==> config.mk <==
export PLATFORM = sky130hd
export DESIGN_NAME = layer_controller
export DESIGN_NICKNAME = d
export VERILOG_FILES = /design/src/rtl/common.sv /design/src/rtl/addr_sweeper.sv /design/src/rtl/layer_controller.sv
export SDC_FILE = /design/constraint.sdc
export NUM_CORES = 1
export LEC_CHECK = 0
export ABC_CLOCK_PERIOD_IN_PS = 2200
export BUFFER_PORTS_ARGS = -buffer_cell sky130_fd_sc_hd__buf_2
export CORE_MARGIN = 2
export CORE_UTILIZATION = 35
export DETAILED_ROUTE_END_ITERATION = 10
export PLACE_DENSITY_LB_ADDON = 0.15
export SYNTH_ARGS = -nofsm -noshare
export SYNTH_HDL_FRONTEND = slang
export SYNTH_SLANG_ARGS = --single-unit
export TNS_END_PERCENT = 5
==> constraint.sdc <==
create_clock -name clk -period 2.2 [get_ports clk]
set_input_delay 0.22 -clock clk [delete_from_list [all_inputs] [get_ports clk]]
set_output_delay 0.22 -clock clk [all_outputs]
set_load 0.03 [all_outputs]
==> src/rtl/common.sv <==
// Shared definitions for the canvas compositing path.
//   COLOR_WIDTH / COLOR_NONE : pixel format and the "transparent" clear value
//   COLOR_RED                : palette entry used by pen logic and benches
//   cmd_op_t                 : layer command opcodes
//   lc_state_t               : layer controller sequencer states
//   onehot4()                : canvas index to one-hot write-enable
package common;

  localparam int COLOR_WIDTH = 8;
  localparam logic [COLOR_WIDTH-1:0] COLOR_NONE = 8'h00;
  localparam logic [COLOR_WIDTH-1:0] COLOR_RED  = 8'hE0;

  typedef enum logic [1:0] {
    CMD_TOGGLE_VIS = 2'd0,
    CMD_SELECT     = 2'd1,
    CMD_CLEAR      = 2'd2,
    CMD_NOP        = 2'd3
  } cmd_op_t;

  typedef enum logic {
    IDLE     = 1'b0,
    CLEARING = 1'b1
  } lc_state_t;

  function automatic logic [3:0] onehot4(input logic [1:0] idx);
    return 4'b0001 << idx;
  endfunction

endpackage

==> src/rtl/addr_sweeper.sv <==
// Linear address sweeper: counts 0 .. COUNT-1, one step per enabled cycle.
//   clk, reset_n : clock, asynchronous active-low reset
//   start        : restart the sweep at address 0
//   enable       : advance one address this cycle
//   count        : address issued this cycle
//   done         : high in the cycle the last address (COUNT-1) is issued
// The count parks at COUNT-1 after the last address; it never wraps.
module addr_sweeper #(
  parameter int COUNT = 64,
  parameter int W     = $clog2(COUNT)
) (
  input  logic         clk,
  input  logic         reset_n,
  input  logic         start,
  input  logic         enable,
  output logic [W-1:0] count,
  output logic         done
);

  localparam logic [W-1:0] LAST = W'(COUNT - 1);

  always_ff @(posedge clk or negedge reset_n) begin
    if (!reset_n) begin
      count <= '0;
    end else if (start) begin
      count <= '0;
    end else if (enable && (count != LAST)) begin
      count <= count + 1'b1;
    end
  end

  assign done = enable && (count == LAST);

endmodule

==> src/rtl/layer_controller.sv <==
// Layer controller for the four-canvas compositor.
//   frame_start          : vertical-blank pulse; shadow visibility goes live here
//   cmd_valid/ready/op/canvas : command channel
//   draw_req/ack/x/y/color    : pen write channel
//   canvas_we/wr_addr/wr_color: registered write port to the canvas memories
//   canvas_visible       : live visibility flags to the compositor
//   active_canvas        : canvas receiving pen writes
//   busy                 : clear sweep in progress
//   dbg_state            : sequencer state, for observation only
//
// Handshake: a command (pen request) transfers in a cycle where cmd_valid
// (draw_req) and cmd_ready (draw_ack) are both high on the rising edge. Both
// readies are high exactly when the sequencer is IDLE and do not depend on
// the valids; a command and a pen request may transfer in the same cycle.
module layer_controller
  import common::*;
#(
  parameter int WIDTH  = 640,
  parameter int HEIGHT = 480,
  parameter int ADDR_W = $clog2(WIDTH*HEIGHT),
  // Sized from WIDTH+1 / HEIGHT+1 so an out-of-range coordinate is
  // representable even when the canvas dimension is a power of two.
  localparam int X_W   = $clog2(WIDTH+1),
  localparam int Y_W   = $clog2(HEIGHT+1)
) (
  input  logic                   clk,
  input  logic                   reset_n,
  input  logic                   frame_start,
  input  logic                   cmd_valid,
  output logic                   cmd_ready,
  input  cmd_op_t                cmd_op,
  input  logic [1:0]             cmd_canvas,
  input  logic                   draw_req,
  output logic                   draw_ack,
  input  logic [X_W-1:0]         draw_x,
  input  logic [Y_W-1:0]         draw_y,
  input  logic [COLOR_WIDTH-1:0] draw_color,
  output logic [3:0]             canvas_we,
  output logic [ADDR_W-1:0]      canvas_wr_addr,
  output logic [COLOR_WIDTH-1:0] canvas_wr_color,
  output logic [3:0]             canvas_visible,
  output logic [1:0]             active_canvas,
  output logic                   busy,
  output lc_state_t              dbg_state
);

  localparam int N = WIDTH * HEIGHT;

  lc_state_t state_q, state_d;
  logic [3:0]  shadow_vis;
  logic [1:0]  clear_target;
  logic        cmd_fire, pen_fire, clear_start, pen_in_range;
  logic [ADDR_W-1:0] sweep_count;
  logic              sweep_done;
  logic [ADDR_W-1:0] pen_addr;

  logic [3:0]             we_d;
  logic [ADDR_W-1:0]      addr_d;
  logic [COLOR_WIDTH-1:0] color_d;

  assign cmd_ready   = (state_q == IDLE);
  assign draw_ack    = (state_q == IDLE);
  assign busy        = (state_q == CLEARING);
  assign dbg_state   = state_q;
  assign cmd_fire    = cmd_valid && cmd_ready;
  assign pen_fire    = draw_req && draw_ack;
  assign clear_start = cmd_fire && (cmd_op == CMD_CLEAR);

  assign pen_in_range = (draw_x < X_W'(WIDTH)) && (draw_y < Y_W'(HEIGHT));
  assign pen_addr     = ADDR_W'(draw_y) * ADDR_W'(WIDTH) + ADDR_W'(draw_x);

  addr_sweeper #(
    .COUNT (N),
    .W     (ADDR_W)
  ) u_sweeper (
    .clk     (clk),
    .reset_n (reset_n),
    .start   (clear_start),
    .enable  (state_q == CLEARING),
    .count   (sweep_count),
    .done    (sweep_done)
  );

  // Sequencer
  always_ff @(posedge clk or negedge reset_n) begin
    if (!reset_n) state_q <= IDLE;
    else          state_q <= state_d;
  end

  always_comb begin
    state_d = state_q;
    case (state_q)
      IDLE:     if (clear_start) state_d = CLEARING;
      CLEARING: if (sweep_done)  state_d = IDLE;
      default:  state_d = IDLE;
    endcase
  end

  // Command decode and visibility. canvas_visible samples the shadow value
  // from before any toggle in the same cycle, so a coincident toggle waits
  // for the following frame_start.
  always_ff @(posedge clk or negedge reset_n) begin
    if (!reset_n) begin
      shadow_vis     <= 4'b1111;
      canvas_visible <= 4'b1111;
      active_canvas  <= 2'd0;
      clear_target   <= 2'd0;
    end else begin
      if (frame_start) canvas_visible <= shadow_vis;
      if (cmd_fire) begin
        case (cmd_op)
          CMD_TOGGLE_VIS: shadow_vis[cmd_canvas] <= ~shadow_vis[cmd_canvas];
          CMD_SELECT:     active_canvas <= cmd_canvas;
          CMD_CLEAR:      clear_target  <= cmd_canvas;
          default:        ;
        endcase
      end
    end
  end

  // Write mux. Pen traffic is only acked in IDLE, so pen and clear writes
  // never compete; a pen write accepted alongside CMD_CLEAR lands one cycle
  // before the first clear write. Address/colour hold when no write issues.
  always_comb begin
    we_d    = 4'b0000;
    addr_d  = canvas_wr_addr;
    color_d = canvas_wr_color;
    if (state_q == CLEARING) begin
      we_d    = onehot4(clear_target);
      addr_d  = sweep_count;
      color_d = COLOR_NONE;
    end else if (pen_fire && pen_in_range) begin
      we_d    = onehot4(active_canvas);
      addr_d  = pen_addr;
      color_d = draw_color;
    end
  end

  always_ff @(posedge clk or negedge reset_n) begin
    if (!reset_n) begin
      canvas_we       <= 4'b0000;
      canvas_wr_addr  <= '0;
      canvas_wr_color <= '0;
    end else begin
      canvas_we       <= we_d;
      canvas_wr_addr  <= addr_d;
      canvas_wr_color <= color_d;
    end
  end

endmodule

; ---- Word level (Yosys, flattened, before mapping)
; Cells that the tools add are included.
[word_totals]
reg_bits = 63
latchBits = 0
ram_bits = 0
romBits = 0
input_bits = 36
out_inout_bits = 41
word_cells = 54
memories = 0
[classes]
add_sub_neg = 2
mul = 1
n_div = 0
order_cmp = 4
eq_ne = 4
shifts = 2
mux = 16
bitwise_logic = 2
n_reduce_logical = 14
[op_table]
columns = cell, count
row1 = $mux 19, 4
row2 = $add 19x1->19 const B, 1
row3 = $add 19x10->19, 1
row4 = $eq 19x19->1 const B, 1
row5 = $ne 19x19->1 const B, 1
row6 = $mux 8, 2
row7 = $mul 9x3->12 const B, 1
row8 = $lt 10x10->1 const B, 1
row9 = $lt 9x9->1 const B, 1
row10 = $logic_and 1x1->1, 8
row11 = $mux 4, 2
row12 = $shl 1x2->4 const A, 2
row13 = $reduce_and 2->1, 3
row14 = $bwmux 4, 1
row15 = $mux 1, 4
row16 = $reduce_bool 2->1, 2
row17 = $lt 2x3->1 const B, 1
row18 = $bmux 1 s2, 1
row19 = $demux 1 s2, 1
row20 = $eq 2x1->1 const B, 1
row21 = $eq 2x2->1 const B, 1
row22 = $ge 2x1->1 const B, 1
row23 = $logic_not 2->1, 1
row24 = $not 1->1, 2
row25 = $pmux 1 s2, 1

; ---- Logic depth before layout (Yosys ltp)
[depth]
depth_word = 5
depth_mapped = 9
ltp_nobuf = 9

; ---- By module
; From an unflattened synthesis, not the netlist that was laid out.
[hier_totals]
cells_unflattened = 372
area_unflattened_um2 = 3657.3
[modules_own_cells]
columns = module, instances, cells_per_inst, area_each_um2, seq_area_each_um2
row1 = layer_controller, 1, 257, 2562.5, 1111.1
row2 = addr_sweeper, 1, 115, 1094.8, 475.5

; ---- Worst setup path before layout
; OpenSTA, ideal clock, no wires.
[synth_path]
kind = in2reg
from = input port draw_y[1]
to = register canvas_wr_addr[16]
setup_ns = 0.137
arrival_ns = 2.346
required_ns = 2.063
setup_slack_ns = -0.283
stages = 9
n_path_buf = 0
cell_sequence = ha_1 ha_1 fa_1 a211oi_2 nor2_1 nor4_2 nand4_1 xor2_1 o221ai_2
[synth_between]
elab_chain_len = 4
[synth_lines]
columns = item, line_no
row1 = "start, declared", layer_controller.sv:36  ; input logic [Y_W-1:0] draw_y,
row2 = $mul 9x3->12 or $lt 9x9->1 (tied branches), "layer_controller.sv:70, layer_controller.sv:69"
row3 = $add 19x10->19 or $logic_and 1x1->1 (tied branches), "layer_controller.sv:70, layer_controller.sv:69"
row4 = $mux 19 or $logic_and 1x1->1 (tied branches), layer_controller.sv:132  ; end else if (pen_fire && pen_in_range) begin
row5 = $mux 19 or $reduce_bool 2->1 (tied branches), -
row6 = "end signal, assigned", layer_controller.sv:146  ; canvas_wr_addr <= addr_d;
row7 = "end, declared", layer_controller.sv:39  ; output logic [ADDR_W-1:0] canvas_wr_addr,
; Parallel ways exist; a longest one is shown, timed or not. The select of a mux whose other input is x is not followed.
; A chain may end at the register's enable or synchronous reset.

; ---- Final worst setup path
; Ends and elaborated chain as after synthesis.

==> summary.md <==
| Metric | Value |
|---|---|
| Crit Path Category | in2reg |
| Hold Path Depth | 3 |
| Area of the placeable core | 9680 um2 |
| Initial core utilization | 35.9% |
| Proportion of power drawn by combinational gates | 38.6% |
| Final-report hold violation count | 0 |
| Cells after synthesis | 357 |
| Sequential-to-total area share from yosys stat | 45.7% |
| Remaining global-route overflow | 0 |
| Antenna Diode Count | 0 |
| Net Count, Synth | 413 |
| Top cells by area in the synthesized netlist | sky130_fd_sc_hd__dfrtp_1 40%, sky130_fd_sc_hd__ha_1 6.5%, sky130_fd_sc_hd__dfstp_2 6.1% |
| Remaining routing DRC violations | 0 |
| Required time at the worst-slack endpoint | 2.43 ns |
| Largest net degree at the start of global routing | 35 |
| Via/cell ratio | 4.92 |
| Internal portion of total power | 0.00299 W |
| Delay of the slowest critical-path stage | 0.37 ns |
| Switching part of the total | 40.3% |
| Sort of element at the end of the critical path | register |
| Total via count after detailed routing | 2,973 |
| Vias in the first global route | 2,898 |
| Total power density per cell area | 1100 nW/um2 |
| Maximum frequency from static timing analysis | 472 MHz |
| Cell type with the highest aggregate area in the netlist | sky130_fd_sc_hd__dfrtp_1 |
| Wire length of the first global-routing pass | 14.1 mm |
| Part of the cycle the worst path needs | 96.3% |
| Number of enable-type register cells in the synthesized netlist | 0 |
| Longest Clk Path Bufs | 2 |
| Number of pins with negative max-slew slack in the final report | 0 |
| Share of cells above drive strength 1 | 34.8% |
| Quantity of I/O buffers inserted on ports | 76 |
| Clock slew at the register clock pins of the worst setup and hold paths | 0.08 ns |
| Total die area | 10,700 um2 |
| Die H | 104 um |
| Inserted Clock Buffers | 9 |
| Rows | 36 |
| Max capacitance violation total | 0 |
| Worst voltage drop across the vdd grid | 333 uV |
| Run status | completed |
| Wire length reported by the detailed router | 8.37 mm |
| Crit-path slowest cell | sky130_fd_sc_hd__fa_2 |
| Per-cell routed wire length | 13.9 um |
| Total net switching power | 0.00201 W |
| Reg2reg path depth | 6 |
| Number of endpoints failing setup at the final stage | 0 |
| Sequential standard cell area | 1590 um2 |
| Sink Count | 63 |
| Crit path max fanout | 4 |
| Die W | 104 um |
| DRC marker count from the first detailed-route iteration | 86 |
| Sum of internal, switching and leakage power | 0.00500 W |
| Post-synthesis register bit count | 63 |
| Unique cell type count in the Yosys netlist | 53 |
| CP top delay family | compound AO/OA/AOI/OAI gates |
| Number of antenna violations at the first check in global routing | 0 |
| Setup Skew | 0.0110 ns |
| Final weighted congestion of routability-driven global placement | 0.810 |
| Unrepaired setup endpoints after global routing | true |
| Fill count | 951 |
| Skew-Pair Late Insertion Delay | 0.35 ns |
| Crit path DAT | 2.35 ns |
| Mapped Area | 3470 um2 |
| Path length in cells of the critical path | 10 |
| Commonest register cell after synthesis | sky130_fd_sc_hd__dfrtp_1 |
| Normalized max-slew margin | 55.3% |
| Number of iterations in the first detailed-routing pass | 4 |
| Total number of nets in the final design | 522 |
| CTS tree | built |
| Estimated wirelength of the detail-placed design | 6.38 mm |
| Proportion of register bits with asynchronous set or reset after synthesis | 100% |
| Flop pwr share | 38.0% |
| Cell-by-cell listing of the critical path | buf_2 -> ha_4 -> ha_4 -> fa_2 -> a211oi_4 -> o21ai_1 -> buf_4 -> a211oi_1 -> xor2_1 -> o221ai_2 |
| Root buffer cell | sky130_fd_sc_hd__clkbuf_8 |
| Area taken by multi-input logic gates | 1850 um2 |
| Layout area overhead | 30.8% |
| Library cell appearing most often on the critical path | sky130_fd_sc_hd__ha_4 |
| CP Launch Type | input port |
| Clock network power share | 23.4% |
| Post-layout min period | 2.12 ns |
| Avg Inst Size Synth | 9.73 um2 |
| Yosys Warn Count | 0 |
| Measured slew at the worst slew-check pin | 0.671 ns |
| Clock H-tree levels | 3 |
| Total buffers and inverters traversed by the critical path | 2 |
| Top-level port count | 77 |
| WHS | 0.0549 ns |
| GR Util All Layers | 16.1% |
| Fraction of synthesized cell area taken by the top area cell type | 39.6% |
| Static leakage | 2.18 nW |
| Hold Path Class | in2reg |
| Antenna-violating nets left | 0 |
## state kept, by name, indices dropped and copies added, names as in the netlist
signal           count
canvas_wr_color      8
canvas_visible       4
shadow_vis           4
clear_target         2
canvas_wr_addr      19
busy                 1
u_sweeper.count     19
canvas_we            4
active_canvas        2
## what timing repair did
action / in CTS / in global routing
setup buffers: 0 / 2
setup endpoints to repair: 1 / 4
pin swaps: 0 / 8
gates resized for setup: 1 / 7
hold buffers: 1 / 0
endpoints found under the hold margin: 21 / 0
## routing by layer
layer  global-route usage (%)  vias up  part of all wire [%]
met5                        0        -                     0
met4                     6.08        0                   1.1
met3                     3.52        8                   5.0
met2                     26.9       62                    48
met1                     20.6     1414                    46
li1                         -     1489                     -
## worst reg2reg max path, delay by kind of cell (launching register included)
kind                      cells  cell delay (ns)
DFF                           1             0.44
and+or+nand+nor               3             0.50
AOI/OAI and AO/OA             2             0.72
xor gates and xnor gates      1             0.16
## stage by stage
step	utilization (%)	worst slack [ns]	cells	instance area (um2)	setup TNS, ns
final	46.9	0.0812	604	4540	0
after global routing	46.9	0.00178	604	4540	0
after CTS	46.5	0.00634	602	4500	0
after detailed placement	44.0	-0.363	585	4260	-1.23
after global placement	44.0	-0.322	585	4260	-1.08
after floorplan	-	-0.0763	357	3500	-0.0974
## cell families (layout without fill, tap and decap cells)
kind of cell               after synthesis  in the layout  synth area share [%]
buffers and inverters                   25            139                  3.14
and+or+nand+nor                        152            152                  20.9
adders and majority gates               20             20                  7.64
AOI/OAI and AO/OA                       62             62                  13.3
xor gates and xnor gates                28             28                  7.06
muxes                                    7              7                  2.27
DFF                                     63             63                  45.7
## power groups by stage
stage / Combinational [W] / Sequential [W] / Clock [W]
final: 0.00193 / 0.00190 / 0.00117
after global routing: 0.00211 / 0.00196 / 0.00126
after CTS: 0.00193 / 0.00190 / 0.00119
after detailed placement: 0.00192 / 0.00192 / 0
after global placement: 0.00191 / 0.00191 / 0
after floorplan: 0.000851 / 0.00234 / 0
## placed cells by master, fill, tap and decap left out, types with 7 or more instances in the layout
cell,netlist,layout
sky130_fd_sc_hd__inv_1,10,9
sky130_fd_sc_hd__buf_2,0,76
sky130_fd_sc_hd__a21oi_1,7,7
sky130_fd_sc_hd__o22ai_1,8,8
sky130_fd_sc_hd__mux2_2,7,7
sky130_fd_sc_hd__buf_4,2,35
sky130_fd_sc_hd__clkbuf_8,0,9
sky130_fd_sc_hd__nand2_1,46,46
sky130_fd_sc_hd__o21ai_0,12,11
sky130_fd_sc_hd__and3_1,7,7
sky130_fd_sc_hd__ha_1,18,15
sky130_fd_sc_hd__nand3_1,18,18
sky130_fd_sc_hd__nand4_1,9,9
sky130_fd_sc_hd__dfstp_2,8,8
sky130_fd_sc_hd__xor2_1,19,19
sky130_fd_sc_hd__xnor2_1,9,9
sky130_fd_sc_hd__dfrtp_1,55,54
sky130_fd_sc_hd__nor2_1,47,46
## Yosys cell counts, types with 3 or more instances
| cell | instances |
|---|---|
| sky130_fd_sc_hd__a21oi_1 | 7 |
| sky130_fd_sc_hd__a221o_1 | 3 |
| sky130_fd_sc_hd__and2_1 | 4 |
| sky130_fd_sc_hd__and3_1 | 7 |
| sky130_fd_sc_hd__clkbuf_1 | 11 |
| sky130_fd_sc_hd__dfrtp_1 | 55 |
| sky130_fd_sc_hd__dfstp_2 | 8 |
| sky130_fd_sc_hd__ha_1 | 18 |
| sky130_fd_sc_hd__inv_1 | 10 |
| sky130_fd_sc_hd__mux2_2 | 7 |
| sky130_fd_sc_hd__nand2_1 | 46 |
| sky130_fd_sc_hd__nand3_1 | 18 |
| sky130_fd_sc_hd__nand4_1 | 9 |
| sky130_fd_sc_hd__nor2_1 | 47 |
| sky130_fd_sc_hd__nor2b_1 | 4 |
| sky130_fd_sc_hd__nor3_1 | 4 |
| sky130_fd_sc_hd__o2111ai_1 | 4 |
| sky130_fd_sc_hd__o21ai_0 | 12 |
| sky130_fd_sc_hd__o221ai_1 | 3 |
| sky130_fd_sc_hd__o22ai_1 | 8 |
| sky130_fd_sc_hd__or3_1 | 4 |
| sky130_fd_sc_hd__xnor2_1 | 9 |
| sky130_fd_sc_hd__xor2_1 | 19 |
## path summary, 6_finish.rpt
path,start,endpoint,slack [ns]
max,draw_y[1],canvas_wr_addr[16]$_DFFE_PN0P_,0.08
min,draw_color[1],canvas_wr_color[1]$_DFFE_PN0P_,0.05
max reg2reg,u_sweeper.count[16]$_DFFE_PN0P_,u_sweeper.count[11]$_DFFE_PN0P_,0.24
min reg2reg,shadow_vis[1]$_DFFE_PN1P_,shadow_vis[1]$_DFFE_PN1P_,0.49
max in group asynchronous,reset_n,u_sweeper.count[11]$_DFFE_PN0P_,1.15
min in group asynchronous,reset_n,canvas_wr_addr[2]$_DFFE_PN0P_,0.44
## layout make-up
type / instances / area share, %
clock buffers: 9 / 2.73
flip-flops and latches: 63 / 34.9
clock inverters: 7 / 2.29
inverters: 10 / 0.909
multi-input cells: 269 / 40.6
repair buffers: 113 / 14.8
well taps: 133 / 3.66
Note: power is estimated with default switching activity, not from simulation.
